File: config.mk
export PLATFORM = sky130hd
export DESIGN_NAME = ecliptic_fpu_dispatch
export DESIGN_NICKNAME = d
export VERILOG_FILES = /design/src/rtl/ecliptic_pkg.sv /design/src/rtl/ecliptic_fpu_dispatch.sv
export SDC_FILE = /design/constraint.sdc
export NUM_CORES = 1
export LEC_CHECK = 0
export CAP_MARGIN = 10
export CORE_AREA = 2 2 132 134
export CTS_CLUSTER_DIAMETER = 30
export DETAILED_ROUTE_END_ITERATION = 8
export DIE_AREA = 0 0 134 136
export PLACE_DENSITY = 0.81
export SETUP_SLACK_MARGIN = 0.4
export SLEW_MARGIN = 30
export SYNTH_ARGS = -nofsm -noshare
export SYNTH_HDL_FRONTEND = slang
export SYNTH_SLANG_ARGS = --single-unit
File: constraint.sdc
create_clock -name clk -period 3.34 [get_ports clk]
set_input_delay 0.668 -clock clk [delete_from_list [all_inputs] [get_ports clk]]
set_output_delay 0.668 -clock clk [all_outputs]
set_load 0.01 [all_outputs]
File: src/rtl/ecliptic_pkg.sv
// Shared types and constants for the ecliptic FPU front end.
// Unit index order matches the u_req/u_ack bit order {CVTW,CVTS,CMP,CLS,BOP}.
package ecliptic_pkg;

  typedef enum logic [2:0] {
    OP_BOP  = 3'd0,
    OP_CLS  = 3'd1,
    OP_CMP  = 3'd2,
    OP_CVTS = 3'd3,
    OP_CVTW = 3'd4
  } op_e;

  typedef struct packed {
    logic nv;
    logic dz;
    logic of;
    logic uf;
    logic nx;
  } fflags_t;

  typedef struct packed {
    logic qnan;
    logic snan;
    logic pinf;
    logic pnorm;
    logic psub;
    logic pzero;
    logic nzero;
    logic nsub;
    logic nnorm;
    logic ninf;
  } class_result_s;

  localparam int UNIT_BOP  = 0;
  localparam int UNIT_CLS  = 1;
  localparam int UNIT_CMP  = 2;
  localparam int UNIT_CVTS = 3;
  localparam int UNIT_CVTW = 4;
  localparam int NUM_UNITS = 5;

  localparam logic [4:0] FFLAGS_NV = 5'b10000;

  // One-hot unit select; all-zero for an illegal op so no unit is ever requested.
  function automatic logic [NUM_UNITS-1:0] unit_onehot(input logic [2:0] op);
    logic [NUM_UNITS-1:0] oh;
    oh = '0;
    case (op)
      OP_BOP:  oh[UNIT_BOP]  = 1'b1;
      OP_CLS:  oh[UNIT_CLS]  = 1'b1;
      OP_CMP:  oh[UNIT_CMP]  = 1'b1;
      OP_CVTS: oh[UNIT_CVTS] = 1'b1;
      OP_CVTW: oh[UNIT_CVTW] = 1'b1;
      default: oh = '0;
    endcase
    return oh;
  endfunction

endpackage

File: src/rtl/ecliptic_fpu_dispatch.sv
// FPU front end: accepts one op from the core, requests one functional unit,
// waits (bounded) for its ack, and returns result plus RISC-V fflags.
module ecliptic_fpu_dispatch
  import ecliptic_pkg::*;
#(
  parameter int TIMEOUT = 16
) (
  input  logic        clk,
  input  logic        nrst,
  input  logic        i_valid,
  output logic        o_ready,
  input  logic [2:0]  i_op,
  input  logic [2:0]  i_funct,
  input  logic [31:0] i_src1,
  input  logic [31:0] i_src2,
  output logic        o_valid,
  input  logic        i_ready,
  output logic [31:0] o_res,
  output logic [4:0]  o_fflags,
  output logic [4:0]  o_fflags_acc,
  input  logic        i_fflags_clr,
  output logic [31:0] u_src1,
  output logic [31:0] u_src2,
  output logic [2:0]  u_op,
  output logic [4:0]  u_req,
  input  logic [4:0]  u_ack,
  input  logic [31:0] bop_res,
  input  logic [31:0] cmp_res,
  input  logic [31:0] cvts_res,
  input  logic [31:0] cvtw_res,
  input  logic [9:0]  cls_res,
  input  logic        cmp_invalid,
  input  logic        cvtw_invalid,
  input  logic        cvts_inexact,
  input  logic        cvtw_inexact
);

  localparam int CNT_W = $clog2(TIMEOUT + 1);

  localparam logic [1:0] S_IDLE  = 2'd0;
  localparam logic [1:0] S_ISSUE = 2'd1;
  localparam logic [1:0] S_WAIT  = 2'd2;
  localparam logic [1:0] S_RESP  = 2'd3;

  logic [1:0]       state;
  logic [2:0]       op_q;
  logic [CNT_W-1:0] cnt;
  logic [4:0]       sel;
  logic             sel_ack;
  logic             accept;
  logic [31:0]      unit_res;
  fflags_t          unit_flags;
  class_result_s    cls;

  assign o_ready = (state == S_IDLE);
  assign accept  = i_valid && o_ready;
  assign sel     = unit_onehot(op_q);
  assign sel_ack = |(u_ack & sel);

  // Result/flag selection driven purely by the registered op.
  always_comb begin
    unit_res   = '0;
    unit_flags = '0;
    cls        = cls_res;
    case (op_q)
      OP_BOP:  unit_res = bop_res;
      OP_CLS:  unit_res = {22'b0, cls};
      OP_CMP: begin
        unit_res      = cmp_res;
        unit_flags.nv = cmp_invalid;
      end
      OP_CVTS: begin
        unit_res      = cvts_res;
        unit_flags.nx = cvts_inexact;
      end
      OP_CVTW: begin
        unit_res      = cvtw_res;
        unit_flags.nv = cvtw_invalid;
        unit_flags.nx = cvtw_inexact;
      end
      default: begin
        unit_res   = '0;
        unit_flags = '0;
      end
    endcase
  end

  // Operand capture stage: data only, qualified by the accept handshake.
  always_ff @(posedge clk) begin
    if (accept) begin
      u_src1 <= i_src1;
      u_src2 <= i_src2;
      u_op   <= i_funct;
      op_q   <= i_op;
    end
  end

  // Control stage: FSM, unit request, timeout and response registers.
  always_ff @(posedge clk) begin
    if (nrst) begin
      state    <= S_IDLE;
      o_valid  <= 1'b0;
      u_req    <= '0;
      o_res    <= '0;
      o_fflags <= '0;
      cnt      <= '0;
    end else begin
      u_req <= '0;
      case (state)
        S_IDLE: begin
          if (accept) begin
            u_req <= unit_onehot(i_op);
            cnt   <= '0;
            state <= S_ISSUE;
          end
        end
        S_ISSUE: begin
          // An illegal op spends this slot without a request so latency stays uniform.
          if (sel == '0) begin
            o_res    <= '0;
            o_fflags <= FFLAGS_NV;
            o_valid  <= 1'b1;
            state    <= S_RESP;
          end else if (sel_ack) begin
            o_res    <= unit_res;
            o_fflags <= unit_flags;
            o_valid  <= 1'b1;
            state    <= S_RESP;
          end else begin
            cnt   <= cnt + 1'b1;
            state <= S_WAIT;
          end
        end
        S_WAIT: begin
          if (sel_ack) begin
            o_res    <= unit_res;
            o_fflags <= unit_flags;
            o_valid  <= 1'b1;
            state    <= S_RESP;
          end else if (cnt == CNT_W'(TIMEOUT)) begin
            o_res    <= '0;
            o_fflags <= FFLAGS_NV;
            o_valid  <= 1'b1;
            state    <= S_RESP;
          end else begin
            cnt <= cnt + 1'b1;
          end
        end
        default: begin
          if (i_ready) begin
            o_valid <= 1'b0;
            state   <= S_IDLE;
          end
        end
      endcase
    end
  end

  // Sticky flags: a same-cycle clear wipes history but keeps the flags being delivered.
  always_ff @(posedge clk) begin
    if (nrst) begin
      o_fflags_acc <= '0;
    end else if (o_valid && i_ready) begin
      o_fflags_acc <= (i_fflags_clr ? 5'b0 : o_fflags_acc) | o_fflags;
    end else if (i_fflags_clr) begin
      o_fflags_acc <= '0;
    end
  end

endmodule

-- Yosys cells after proc, flatten, opt, wreduce, memory -nomap -nowiden
Cells that the tools add are included.
- register bits: 125
- input bits: 222
- output and inout bits: 116
- word-level logic and storage cells: 94
- add/sub/neg operators: 1
- equality and inequality tests: 18
- muxes and demuxes: 44
- bitwise gates (word level): 4
- reductions and logical operators: 16
- operators by type and width (cell ; count):
    32-bit one-hot mux with 5 select lines ; 1
    32-bit two-way mux ; 4
    32-bit one-hot mux with 2 select lines ; 1
    5-bit two-way mux ; 11
    1-bit two-way mux ; 17
    5-bit one-hot mux with 3 select lines ; 1
    3-bit by 2-bit == test with 1-bit output, second input constant ; 4
    5-bit one-hot mux with 2 select lines ; 1
    2-bit two-way mux ; 4
    2-bit != test, second input constant ; 4
    3-bit by 1-bit == test with 1-bit output, second input constant ; 2
    3-bit == test, second input constant ; 2
    3-bit zero test ; 2
    3-bit != test, second input constant ; 2
    2-bit one-hot mux with 3 select lines ; 1
    3-bit AND reduction ; 2
    6-bit AND reduction ; 1
    3-bit nonzero test ; 2
    5-bit by 1-bit adder with 5-bit output, second input constant ; 1
    5-bit bitwise AND ; 1
    5-bit == test, second input constant ; 1
    5-bit zero test ; 1
    5-bit OR ; 1
    5-bit OR reduction ; 1
    12 further kinds ; 15

-- Depth between registers and ports, before layout
- word-level depth: 7
- gate-level depth with buffers: 9
- depth with buffers taken out: 7

-- Least setup slack after synthesis
OpenSTA, ideal clock, no wires.
- path kind: register to register
- from: register state[0]
- to: register op_q[0] (enable)
- setup time: 0.424 ns
- arrival: 2.191 ns
- data required time: 2.916 ns
- setup slack: 0.724 ns
- cell stages (with the launch flop): 5
- path buffers: 0
- period minus slack after synthesis: 2.616 ns
- path through: dfxtp_1 > inv_1 > ha_1 > nand2_1 > inv_1
- cells in the longest elaborated chain, start to end: 2
- RTL lines (item ; RTL line ; source):
    start, declared ; ecliptic_fpu_dispatch.sv:45 ; logic [1:0] state;
    start signal, assigned ; ecliptic_fpu_dispatch.sv:101 ; state <= S_IDLE;
    start signal, assigned ; ecliptic_fpu_dispatch.sv:114 ; state <= S_ISSUE;
    start signal, assigned ; ecliptic_fpu_dispatch.sv:123 ; state <= S_RESP;
    2-bit zero test ; ecliptic_fpu_dispatch.sv:55 ; assign o_ready = (state == S_IDLE);
    via o_ready ; ecliptic_fpu_dispatch.sv:11 ; output logic o_ready,
    1-bit logical AND ; ecliptic_fpu_dispatch.sv:56 ; assign accept = i_valid && o_ready;
    via accept ; ecliptic_fpu_dispatch.sv:50 ; logic accept;
    end signal, assigned ; ecliptic_fpu_dispatch.sv:94 ; op_q <= i_op;
    end, declared ; ecliptic_fpu_dispatch.sv:46 ; logic [2:0] op_q;
The timed path passes the listed nets, and every way through them passes these cells.
A chain may end at the register's enable or synchronous reset.

-- Worst setup path in the final report
- from: register op_q[0]
- to: register o_res[24]
- cells in the longest elaborated chain, start to end: 6
- elaborated cells between the ends (all ways): 21
- those cells by class: 6 x eq/ne; 10 x mux; 1 x bitwise; 4 x reduce/logical
- RTL lines (item ; RTL line ; source):
    3-bit by 1-bit == test with 1-bit output, or another cell as far along ; ecliptic_pkg.sv:47, ecliptic_fpu_dispatch.sv:65 ;
    1-bit two-way mux ; ecliptic_pkg.sv:47 ; case (op)
    5-bit bitwise AND ; ecliptic_fpu_dispatch.sv:58 ; assign sel_ack = |(u_ack & sel);
    5-bit OR reduction ; ecliptic_fpu_dispatch.sv:58 ;
    3-bit != test (no source line) / 32-bit two-way mux (equally long branches) ; n/a ;
    3-bit AND reduction (no source line) / 32-bit one-hot mux with 2 select lines (equally long branches) ; n/a ;
    end signal, assigned ; ecliptic_fpu_dispatch.sv:125 ; o_res <= unit_res;
    end signal, assigned ; ecliptic_fpu_dispatch.sv:136 ; o_res <= unit_res;
    end, declared ; ecliptic_fpu_dispatch.sv:18 ; output logic [31:0] o_res,
Parallel ways exist; a longest one is shown, timed or not. The select of a mux whose other input is x is not followed.

==> summary.txt <==
Run status
  • Status: finished clean

Worst setup path
  • R2R Path Start: op_q[0]
  • Critical Path RT: 3.65 ns
  • Crit. End Element: flip-flop
  • Setup crit start kind: flip-flop
  • Worst R2R Setup Slack: 0.67 ns
  • Largest fanout on the critical path: 20
  • R2R cell count: 6
  • Worst Setup Path Type: reg -> reg
  • Worst R2R End: o_res[24]
  • Arr. time, crit path: 2.98 ns

Layout
  • Area delta synth->final: 76.1%
  • Core Util, Final: 56.4%
  • Fin nets: 1015
  • Ratio of cells with drive above 1 in the final layout: 6.38%
  • Filler cell count: 1410
  • Antenna diodes: 0
  • Post-Layout Inst Area: 0.00952 mm2

Floorplanning
  • Initial Util: 32.0%
  • Core area: 0.0169 mm2
  • Die Width: 134 um
  • Die Y: 136 um
  • Io pins: 338
  • Die area: 0.0182 mm2
  • Rows: 48

Placement
  • PortBufs: 331
  • Placer Congestion: 0.841
  • Detail Placement HPWL: 15.3 mm
  • Post-place instance area: 0.00892 mm2

Synthesis
  • Yosys cell types: 45
  • Multiplexer area fraction after synthesis: 6.50%
  • Synth Area in XOR/XNOR: 0%
  • Largest area contributor in the netlist: edfxtp_1
  • Synthesized area: 0.00541 mm2
  • Simple-gate share of the synthesized area: 11.2%
  • Synthesized area per cell: 11.6 um2
  • Synth warn: 0
  • Main combinational cell family by area after synthesis: compound AO/OA/AOI/OAI gates
  • Seq/Total Area, Yosys: 57.0%
  • Synth top area cells: edfxtp_1 (39%), dfxtp_1 (18%), mux2i_1 (6.3%)
  • Post-Synthesis Cells: 465
  • FF+latch count, synth: 119
  • Share of the synthesized area in the top cell type: 38.9%
  • Post-synthesis compound-gate area fraction: 19.1%
  • Adder-cell share of the synthesized area: 1.39%

Pwr
  • P_leak: 3.41 nW
  • Peak supply drop: 0.000365 V
  • PwrDens: 661 mW/mm2

Route
  • Drc violations: 0
  • Detailed Route Iter0 Violations: 276
  • Via count of the routed design: 5108
  • Detail Route Antenna Nets: 0
  • WL final: 19.9 mm
  • First-pass DRT Iterations: 4
  • Routed wire per std cell: 19.4 um
  • Number of vias per cell: 4.98

Worst hold path
  • Hold path endpoint: o_fflags_acc[4]
  • Hold Path Class: reg -> reg
  • Hold_sp: o_fflags_acc[4]
  • Hold depth: 2

STA
  • Slew @ Worst Pin: 0.848 ns
  • Final period util: 79.8%
  • Slew Viols, Final: 0
  • Clk_skew: 0.00611 ns
  • Unrepaired setup endpoints after global routing: no
  • Highest clock rate: 0.375 GHz
  • Crit path time final: 2.67 ns
  • Setup-failing EPs final: 0
  • Fin. Hold Viols: 0
  • Max_slew headroom: 43.5%
  • Final setup TNS: 0 ns

Clocking
  • Longest Clk Path Bufs: 2
  • CTS Buf Count: 17
  • # Post-CTS Setup Buffers: 0
  • Root Buffer: clkbuf_16
  • Worst-path clk slew: 0.06 ns
  • TritonCTS clock tree: yes
  • Post_cts resized: 0
  • H-tree depth: 4
  • Cts hold-fix bufs: 0
  • Clock sink total: 119
  • Clock latency on the worst-skew pair: 0.41 ns

Global routing
  • Number of global-route vias before repair: 4926
  • GRT Total Usage: 21.2%
  • Overflow after GRT: 0
  • First-pass GRT wire length: 28.7 mm
  • Initial antenna violation count: 1
  • Largest net degree at the start of global routing: 61

Flow run
  • Max_cap viols: 0
cell usage after synthesis (all sizes together):
cell / number
a211oi: 1
a21o: 1
a21oi: 16
a221oi: 1
a22o: 1
a22oi: 23
a2bb2oi: 12
a31oi: 3
a32oi: 3
and2: 2
and3: 3
and3b: 2
buf: 21
clkbuf: 25
conb: 1
dfxtp: 49
edfxtp: 70
ha: 6
inv: 8
mux2: 1
mux2i: 34
nand2: 13
nand2b: 4
nand3: 5
nand3b: 36
nand4: 3
nand4bb: 1
nor2: 21
nor2b: 3
nor3: 5
nor3b: 2
o211ai: 1
o21ai: 35
o22a: 12
o22ai: 1
o31ai: 35
o32ai: 2
or2: 1
or4: 2
state kept, by name, summed over array words and instances, names as in the netlist:
| signal | cells |
|---|---|
| o_fflags | 2 |
| u_op | 3 |
| o_valid | 1 |
| state | 2 |
| u_req | 5 |
| u_src1 | 32 |
| o_fflags_acc | 2 |
| o_res | 32 |
| op_q | 3 |
| cnt | 5 |
| u_src2 | 32 |
metal layers:
layer  wire length [um]  track usage, %  vias to the layer above
met5                 13               0                        -
met3               1880            6.79                       34
met1               7460            24.2                     2369
met2               9920            36.7                      267
met4                578            9.22                        2
li1                   -               -                     2436
cells in the final DEF (no fill, tap or decap), types with 3 or more instances in the layout:
cell,Yosys,routed
mux2i_1,34,34
o21ai_1,5,5
nand4_1,3,3
a21oi_1,16,16
edfxtp_1,70,70
clkdlybuf4s50_1,0,330
nand3_1,5,5
a31oi_1,3,3
nor2_1,21,21
o21ai_0,30,30
and3_1,3,3
clkinvlp_4,0,3
buf_4,9,12
a32oi_1,3,3
conb_1,1,6
clkbuf_16,0,17
inv_1,8,7
bufinv_16,0,3
a22oi_1,23,23
a2bb2oi_1,12,12
nand2_1,13,13
clkinv_4,0,4
o22a_1,11,11
ha_1,6,6
o31ai_1,35,35
nor3_1,5,5
dfxtp_1,49,49
nand3b_1,36,36
nand2b_1,4,4
cell type report:
type	count	area [um2]	share of cell area (%)
repair buffers	344	3420	35.9
clock inverters	14	175	1.84
inverters	8	30.0	0.315
flip-flops and latches	119	3080	32.4
multi-input cells	297	2100	22.1
clock buffers	18	429	4.51
well taps	225	282	2.96
stage by stage:
step / total power (W) / worst slack (ns) / cells / hold slack (ns)
after floorplan: 0.00328 / 0.724 / 470 / 0.458
after global placement: 0.00446 / 0.613 / 993 / 0.467
after detailed placement: 0.00449 / 0.531 / 993 / 0.475
after CTS: 0.00637 / 0.679 / 1025 / 0.491
after global routing: 0.00662 / 0.495 / 1025 / 0.514
final: 0.00629 / 0.673 / 1025 / 0.486
critical path: stages (launching register included):
cell and delay [ns]:
edfxtp_1 0.90, nand3b_1 0.14, a21oi_1 0.68, nor2_1 0.14, a21o_1 0.24, buf_4 0.20, o31ai_1 0.26
cells by family after synthesis:
logic type	after synthesis
compound gates	147
fa+ha+maj	6
buf+inv	54
flops	119
mux	35
other cells	1
simple gates	103
where the power goes:
part / switching, W / internal (W) / total (W)
clock network: 0.000683 / 0.00118 / 0.00186
logic: 0.00119 / 0.00113 / 0.00232
registers: 0.000168 / 0.00194 / 0.00211
total: 0.00204 / 0.00425 / 0.00629
worst max-delay path by stage:
stage | endpoint | slack [ns] | from
finish | o_res[24] | 0.67 | op_q[0]
CTS | o_res[24] | 0.68 | op_q[0]
floorplan | op_q[0] | 0.72 | state[0]
detailed placement | o_res[4] | 0.53 | u_ack[1]
global route | o_fflags[4] | 0.50 | op_q[0]
global placement | o_res[30] | 0.61 | u_ack[1]
Note: power is estimated with default switching activity, not from simulation.
